$ cat src/rtl/uart_rx_fifo_pkg.sv
// Shared UART receive-buffer constants, types and helpers.
package uart_rx_fifo_pkg;

   localparam int UART_DATA_W       = 8;
   localparam int UART_OVS          = 16;
   localparam int UART_BITS_PER_CHR = 10;
   localparam int UART_TO_CHARS     = 4;
   localparam int UART_TO_TICKS_DEF = UART_OVS * UART_BITS_PER_CHR * UART_TO_CHARS;

   typedef struct packed {
      logic wr;
      logic rd;
   } fifo_op_t;

   // Timeout counter holds 0..ticks-1 and is never narrower than 10 bits.
   function automatic int to_cnt_width(input int ticks);
      int w;
      w = $clog2(ticks);
      return (w < 10) ? 10 : w;
   endfunction

endpackage

$ cat src/rtl/uart_rx_fifo_if.sv
// Receiver-side and register-side signals of the UART receive buffer.
interface uart_rx_fifo_if
   import uart_rx_fifo_pkg::*;
#(
   parameter int AW = 4
);
   logic                   b_tick;
   logic                   rx_done;
   logic [UART_DATA_W-1:0] rx_data;
   logic                   rd_en;
   logic                   clr_ovr;
   logic [UART_DATA_W-1:0] rd_data;
   logic                   empty;
   logic                   full;
   logic [AW:0]            count;
   logic                   overrun;
   logic                   irq;

   modport master (
      output b_tick, rx_done, rx_data, rd_en, clr_ovr,
      input  rd_data, empty, full, count, overrun, irq
   );

   modport slave (
      input  b_tick, rx_done, rx_data, rd_en, clr_ovr,
      output rd_data, empty, full, count, overrun, irq
   );
endinterface

$ cat src/rtl/uart_fifo_mem.sv
// DEPTH x 8 register array: synchronous write, asynchronous read, no reset.
module uart_fifo_mem
   import uart_rx_fifo_pkg::*;
#(
   parameter int AW = 4
) (
   input  logic                   clk,
   input  logic                   we,
   input  logic [AW-1:0]          waddr,
   input  logic [UART_DATA_W-1:0] wdata,
   input  logic [AW-1:0]          raddr,
   output logic [UART_DATA_W-1:0] rdata
);
   logic [UART_DATA_W-1:0] mem [2**AW];

   always_ff @(posedge clk) begin
      if (we) mem[waddr] <= wdata;
   end

   assign rdata = mem[raddr];
endmodule

$ cat src/rtl/uart_rx_fifo.sv
// UART receive FWFT FIFO with sticky overrun, fill-level irq and character timeout.
module uart_rx_fifo
   import uart_rx_fifo_pkg::*;
#(
   parameter int AW       = 4,
   parameter int IRQ_THR  = 1,
   parameter int TO_TICKS = UART_TO_TICKS_DEF
) (
   input  logic           clk,
   input  logic           resetn,
   uart_rx_fifo_if.slave  bus
);
   localparam int            DEPTH   = 2**AW;
   localparam int            TW      = to_cnt_width(TO_TICKS);
   localparam logic [AW:0]   DEPTH_C = (AW+1)'(DEPTH);
   localparam logic [AW:0]   IRQ_C   = (AW+1)'(IRQ_THR);
   localparam logic [TW-1:0] TO_LAST = TW'(TO_TICKS - 1);

   logic [AW-1:0]          wr_ptr;
   logic [AW-1:0]          rd_ptr;
   logic [AW:0]            count;
   logic [AW:0]            count_nxt;
   logic                   overrun;
   logic                   to_flag;
   logic [TW-1:0]          to_cnt;
   logic                   empty;
   logic                   full;
   logic                   ovr_set;
   logic                   to_rst;
   logic                   to_hit;
   fifo_op_t               op;
   logic [UART_DATA_W-1:0] mem_rdata;

   assign empty = (count == '0);
   assign full  = (count == DEPTH_C);

   // A pop frees the slot in the same cycle, so a full FIFO still accepts a write when rd_en is high.
   assign op.wr   = bus.rx_done & (~full | bus.rd_en);
   assign op.rd   = bus.rd_en & ~empty;
   assign ovr_set = bus.rx_done & full & ~bus.rd_en;

   always_comb begin
      count_nxt = count;
      unique case ({op.wr, op.rd})
         2'b10:   count_nxt = count + 1'b1;
         2'b01:   count_nxt = count - 1'b1;
         default: count_nxt = count;
      endcase
   end

   assign to_rst = op.wr | op.rd | empty;
   assign to_hit = ~to_rst & bus.b_tick & (to_cnt == TO_LAST);

   uart_fifo_mem #(.AW(AW)) u_mem (
      .clk   (clk),
      .we    (op.wr),
      .waddr (wr_ptr),
      .wdata (bus.rx_data),
      .raddr (rd_ptr),
      .rdata (mem_rdata)
   );

   always_ff @(posedge clk or negedge resetn) begin
      if (!resetn) begin
         wr_ptr  <= '0;
         rd_ptr  <= '0;
         count   <= '0;
         overrun <= 1'b0;
         to_flag <= 1'b0;
         to_cnt  <= '0;
      end else begin
         if (op.wr) wr_ptr <= wr_ptr + 1'b1;
         if (op.rd) rd_ptr <= rd_ptr + 1'b1;
         count <= count_nxt;

         if (ovr_set)          overrun <= 1'b1;
         else if (bus.clr_ovr) overrun <= 1'b0;

         if (to_rst)                               to_cnt <= '0;
         else if (bus.b_tick && to_cnt != TO_LAST) to_cnt <= to_cnt + 1'b1;

         if (to_hit)                                          to_flag <= 1'b1;
         else if (bus.clr_ovr || op.wr || count_nxt == '0)    to_flag <= 1'b0;
      end
   end

   // Memory is unreset; mask the head while empty so rd_data is never X.
   assign bus.rd_data = empty ? '0 : mem_rdata;
   assign bus.empty   = empty;
   assign bus.full    = full;
   assign bus.count   = count;
   assign bus.overrun = overrun;
   assign bus.irq     = (count >= IRQ_C) | to_flag;
endmodule

$ cat src/flat_wrapper.sv
// flat-port wrapper written by rule: the top's interface ports become plain ports
module uart_rx_fifo_flat import uart_rx_fifo_pkg::*;
#(
   parameter int AW       = 4,
   parameter int IRQ_THR  = 1,
   parameter int TO_TICKS = UART_TO_TICKS_DEF
)
  (clk, resetn, bus_b_tick, bus_rx_done, bus_rx_data, bus_rd_en, bus_clr_ovr, bus_rd_data, bus_empty, bus_full, bus_count, bus_overrun, bus_irq);
  uart_rx_fifo_if #(.AW(AW)) bus_i ();
  input  logic clk;
  input  logic resetn;
  input wire logic [$bits(bus_i.b_tick)-1:0] bus_b_tick;
  input wire logic [$bits(bus_i.rx_done)-1:0] bus_rx_done;
  input wire logic [$bits(bus_i.rx_data)-1:0] bus_rx_data;
  input wire logic [$bits(bus_i.rd_en)-1:0] bus_rd_en;
  input wire logic [$bits(bus_i.clr_ovr)-1:0] bus_clr_ovr;
  output wire logic [$bits(bus_i.rd_data)-1:0] bus_rd_data;
  output wire logic [$bits(bus_i.empty)-1:0] bus_empty;
  output wire logic [$bits(bus_i.full)-1:0] bus_full;
  output wire logic [$bits(bus_i.count)-1:0] bus_count;
  output wire logic [$bits(bus_i.overrun)-1:0] bus_overrun;
  output wire logic [$bits(bus_i.irq)-1:0] bus_irq;
  assign bus_i.b_tick = bus_b_tick;
  assign bus_i.rx_done = bus_rx_done;
  assign bus_i.rx_data = bus_rx_data;
  assign bus_i.rd_en = bus_rd_en;
  assign bus_i.clr_ovr = bus_clr_ovr;
  assign bus_rd_data = bus_i.rd_data;
  assign bus_empty = bus_i.empty;
  assign bus_full = bus_i.full;
  assign bus_count = bus_i.count;
  assign bus_overrun = bus_i.overrun;
  assign bus_irq = bus_i.irq;
  uart_rx_fifo #(.AW(AW), .IRQ_THR(IRQ_THR), .TO_TICKS(TO_TICKS)) u_core (.clk(clk), .resetn(resetn), .bus(bus_i));
endmodule
$ cat config.mk
export PLATFORM = sky130hd
export DESIGN_NAME = uart_rx_fifo_flat
export DESIGN_NICKNAME = d
export VERILOG_FILES = /design/src/rtl/uart_rx_fifo_pkg.sv /design/src/rtl/uart_rx_fifo_if.sv /design/src/rtl/uart_fifo_mem.sv /design/src/rtl/uart_rx_fifo.sv /design/src/flat_wrapper.sv
export SDC_FILE = /design/constraint.sdc
export NUM_CORES = 1
export LEC_CHECK = 0
export ABC_AREA = 1
export CORE_ASPECT_RATIO = 0.7
export CORE_MARGIN = 5
export CORE_UTILIZATION = 45
export CTS_BUF_LIST = sky130_fd_sc_hd__clkbuf_8
export CTS_CLUSTER_SIZE = 30
export DETAILED_ROUTE_END_ITERATION = 16
export PLACE_DENSITY_LB_ADDON = 0.3
export SYNTH_ARGS = -nofsm -noshare
export SYNTH_HDL_FRONTEND = slang
export SYNTH_SLANG_ARGS = --single-unit
$ cat constraint.sdc
create_clock -name clk -period 2.4 [get_ports clk]
set_clock_uncertainty 0.05 [all_clocks]
set_input_delay 0.48 -clock clk [delete_from_list [all_inputs] [get_ports clk]]
set_output_delay 0.48 -clock clk [all_outputs]
set_load 0.02 [all_outputs]
==> metrics.md <==
| Metric | Value |
|---|---|
| Status | finished, violations left |
| Failing checks | negative setup slack |
| Final hold vios | 0 |
| DRT Pass-1 Iters | 5 |
| Pin count of the biggest net entering global routing | 34 |
| Hold WC Path Type | in -> async |
| Clk pwr share | 0.169 |
| Max Cap Viol | 0 |
| Setup crit end kind | primary output |
| # DRC | 0 |
| Fin nets | 773 |
| DRT antenna net count | 0 |
| Setup_tns | -1364 ps |
| Startpoint Class | register |
| Switch Pwr | 4.273 mW |
| Die height | 113.4 um |
| Core area | 14810 um^2 |
| Mux cell area share after synthesis | 0 |
| Gpl congestion | 0.9034 |
| Die area | 17880 um^2 |
| GRT Residual Overflow | 0 |
| Max-slew headroom | 0.4691 |
| Critical path type | reg -> out |
| Mapped Area | 6872 um^2 |
| Critical-path cell list | buf_8, buf_6, nand2_1, nand3_1, nand2_1, a21oi_1, o31ai_1, a21oi_2, buf_6 |
| Worst path slowest cell | dfrtp_2 |
| CTS tree | yes |
| Commonest non-fill, non-tap cells in the layout | nand2_1 (165), edfxtp_1 (128), nand3_1 (68) |
| Post-synthesis adder-cell area fraction | 0.02367 |
| Pwr dens | 1218 nW/um^2 |
| # port buffers | 30 |
| Clock-pin slew on the worst setup and hold paths | 90 ps |
| Internal power | 6.367 mW |
| XOR/XNOR share of the synthesized area | 0.01020 |
| Clock root buffer | clkbuf_8 |
| Top Ports | 31 |
| Most common cell after layout, fill and taps aside | nand2_1 |
| Clk_lat worst skew | 460 ps |
| DR vias | 5271 |
| Static Leakage | 3.450 nW |
| Initial antenna violation count | 0 |
| Cell area after layout | 8737 um^2 |
| Fin crit share | 1.098 |
| Worst Reg-to-Reg Cells | 14 |
| Cells after DPL | 906 |
| Total power draw | 10.64 mW |
| Mapped Cells | 647 |
| Diode count | 0 |
| RSZ-0062 raised after global routing | true |
| Post-synthesis cell type count | 34 |
| YS warnings | 0 |
| Crit-path max FO | 8 |
| Largest family of logic cells by synthesized area | simple AND/OR/NAND/NOR gates |
| Average wire per standard cell | 19.47 um |
| Share of cells above drive strength 1 | 0.2691 |
| DP Area | 7770 um^2 |
| Mapped Avg Cell Area | 10.62 um^2 |
| Final non-filler cell total | 953 |
| Final min period | 2635 ps |
| WP data arrival | 2100 ps |
| CTS hold repair buffers | 0 |
| Initial Utilization | 0.4639 |
| Post-synthesis register bit count | 153 |
| Power share of the combinational group | 0.510 |
| Post-synthesis compound-gate area fraction | 0.04661 |
| Largest stage delay on the critical path | 480 ps |
| Final worst setup slack | -234.7 ps |
| Starting DRT DRC Count | 519 |
| Finish-stage setup viols | 8 |
| Worst-Margin Slew | 793.9 ps |
| Clk buf depth | 2 |
| R2r setup slk | 190 ps |
| Area grow syn2layout | 27.15% |
| Mapped Nets | 674 |
| Slew Limit Fails | 0 |
| Post-DP HPWL | 10830 um |
| First-pass GRT wire length | 26570 um |
| Num rows | 37 |
| Worst vdd ir | 0.0005226 V |
| Req. time, crit path | 1870 ps |
| Max Clock Freq | 379.6 MHz |
| Die X | 157.7 um |
| GR Util All Layers | 0.1975 |
| Via density | 5.531 |
| Simple-gate share of the synthesized area | 0.2267 |
| TritonCTS Sinks | 153 |
| Total Wirelength | 18560 um |
| Seq/Total Area, Yosys | 0.6504 |
| # H-tree levels | 4 |
| Sequential power share | 0.320 |
| Switching part of the total power | 0.4016 |
| Number of global-route vias before repair | 4925 |
| Num CTS Buffers | 17 |
stage by stage:
| stage | hold WS (ps) | setup WS (ps) | util |
|---|---|---|---|
| after CTS | 335.1 | -163.1 | 0.5610 |
| after global routing | 364.0 | -308.4 | 0.5898 |
| after floorplan | 134.4 | 85.78 | - |
| after global placement | 460.2 | -156.6 | 0.5245 |
| final | 348.1 | -234.7 | 0.5898 |
| after detailed placement | 468.9 | -137.0 | 0.5245 |
critical path, delay by kind of cell (launching register included):
family          cells  cell delay, ps
compound gates      3             470
simple gates        3             210
buf+inv             3             490
flops               1             480
sequential cells by signal, indices dropped and copies added (netlist names):
| signal | count |
|---|---|
| u_core.u_mem.mem | 128 |
| u_core.to_cnt | 10 |
| u_core.bus.count | 5 |
| u_core.rd_ptr | 4 |
| u_core.wr_ptr | 4 |
| u_core.bus.overrun | 1 |
| u_core.to_flag | 1 |
routing by layer:
metal	vias up	share of wire	global-route usage
li1	2422	-	-
met2	262	0.46	0.3000
met1	2549	0.43	0.2814
met5	-	0	0
met3	38	0.091	0.04058
met4	0	0.025	0.07564
power groups by stage:
stage          sequential, mW  combinational [mW]  clock (mW)
2_1_floorplan            3.47                2.41           0
3_3_place_gp             3.43                4.03           0
3_5_place_dp             3.44                4.10           0
4_1_cts                  3.39                4.50        1.83
5_1_grt                  3.43                5.79        1.96
6_report                 3.41                5.43        1.80
cells by family after synthesis:
logic type | count (synthesis)
AOI/OAI and AO/OA | 57
xor gates and xnor gates | 8
adders and majority gates | 13
buffers and inverters | 66
DFF | 153
and+or+nand+nor | 350
worst paths after layout:
| path | startpoint | to |
|---|---|---|
| max | u_core.rd_ptr[0]$_DFFE_PN0P_ | bus_rd_data[6] |
| min | resetn | u_core.to_cnt[6]$_DFFE_PN0P_ |
| max reg2reg | u_core.bus.count[0]$_DFF_PN0_ | u_core.to_flag$_DFFE_PN0P_ |
| min reg2reg | u_core.bus.overrun$_DFFE_PN0P_ | u_core.bus.overrun$_DFFE_PN0P_ |
| max in group asynchronous | resetn | u_core.rd_ptr[0]$_DFFE_PN0P_ |
| min in group clk | u_core.bus.overrun$_DFFE_PN0P_ | u_core.bus.overrun$_DFFE_PN0P_ |
cell type report:
cell class / instances / area [um^2]
Timing Repair Buffer: 107 / 1147
Tap cell: 195 / 244.0
Inverter: 39 / 156.4
Multi-Input combinational cell: 428 / 2366
Fill cell: 1172 / 6077
Clock buffer: 17 / 234.0
Clock inverter: 14 / 118.9
Sequential cell: 153 / 4471
Yosys cell counts:
| cell | instances | area, um^2 |
|---|---|---|
| nor2_8 | 1 | 20.02 |
| o21ai_0 | 15 | 75.07 |
| nor2_2 | 2 | 12.51 |
| nand3_4 | 1 | 17.52 |
| dfrtp_1 | 25 | 625.6 |
| o31ai_1 | 8 | 60.06 |
| a21oi_2 | 2 | 17.52 |
| edfxtp_1 | 128 | 3844 |
| nand2_1 | 189 | 709.4 |
| nor3_1 | 4 | 20.02 |
| nand3b_1 | 1 | 7.510 |
| ha_1 | 13 | 162.7 |
| clkbuf_1 | 8 | 30.03 |
| buf_4 | 5 | 37.54 |
| inv_2 | 6 | 22.52 |
| a31o_2 | 1 | 8.760 |
| nand3_1 | 88 | 440.4 |
| buf_6 | 1 | 11.26 |
| nand2_8 | 1 | 20.02 |
| o21ai_1 | 2 | 10.01 |
| nor2_1 | 43 | 161.4 |
| nand4_1 | 10 | 62.56 |
| nor2_4 | 4 | 45.04 |
| buf_1 | 1 | 3.750 |
| clkinv_1 | 1 | 3.750 |
| inv_4 | 1 | 6.260 |
| inv_1 | 31 | 116.4 |
| a21oi_1 | 28 | 140.1 |
| nand3_2 | 1 | 10.01 |
| nand2_2 | 4 | 25.02 |
| xor2_1 | 8 | 70.07 |
| and2_1 | 1 | 6.260 |
| o21ai_2 | 1 | 8.760 |
| buf_2 | 12 | 60.06 |
repair_timing:
action / in CTS / in global routing
gates cloned: 4 / 7
pin swaps: 13 / 33
endpoints found under the setup margin: 11 / 11
resized for setup: 72 / 72
buffers inserted: 4 / 1
(Power assumes the default switching activity.)
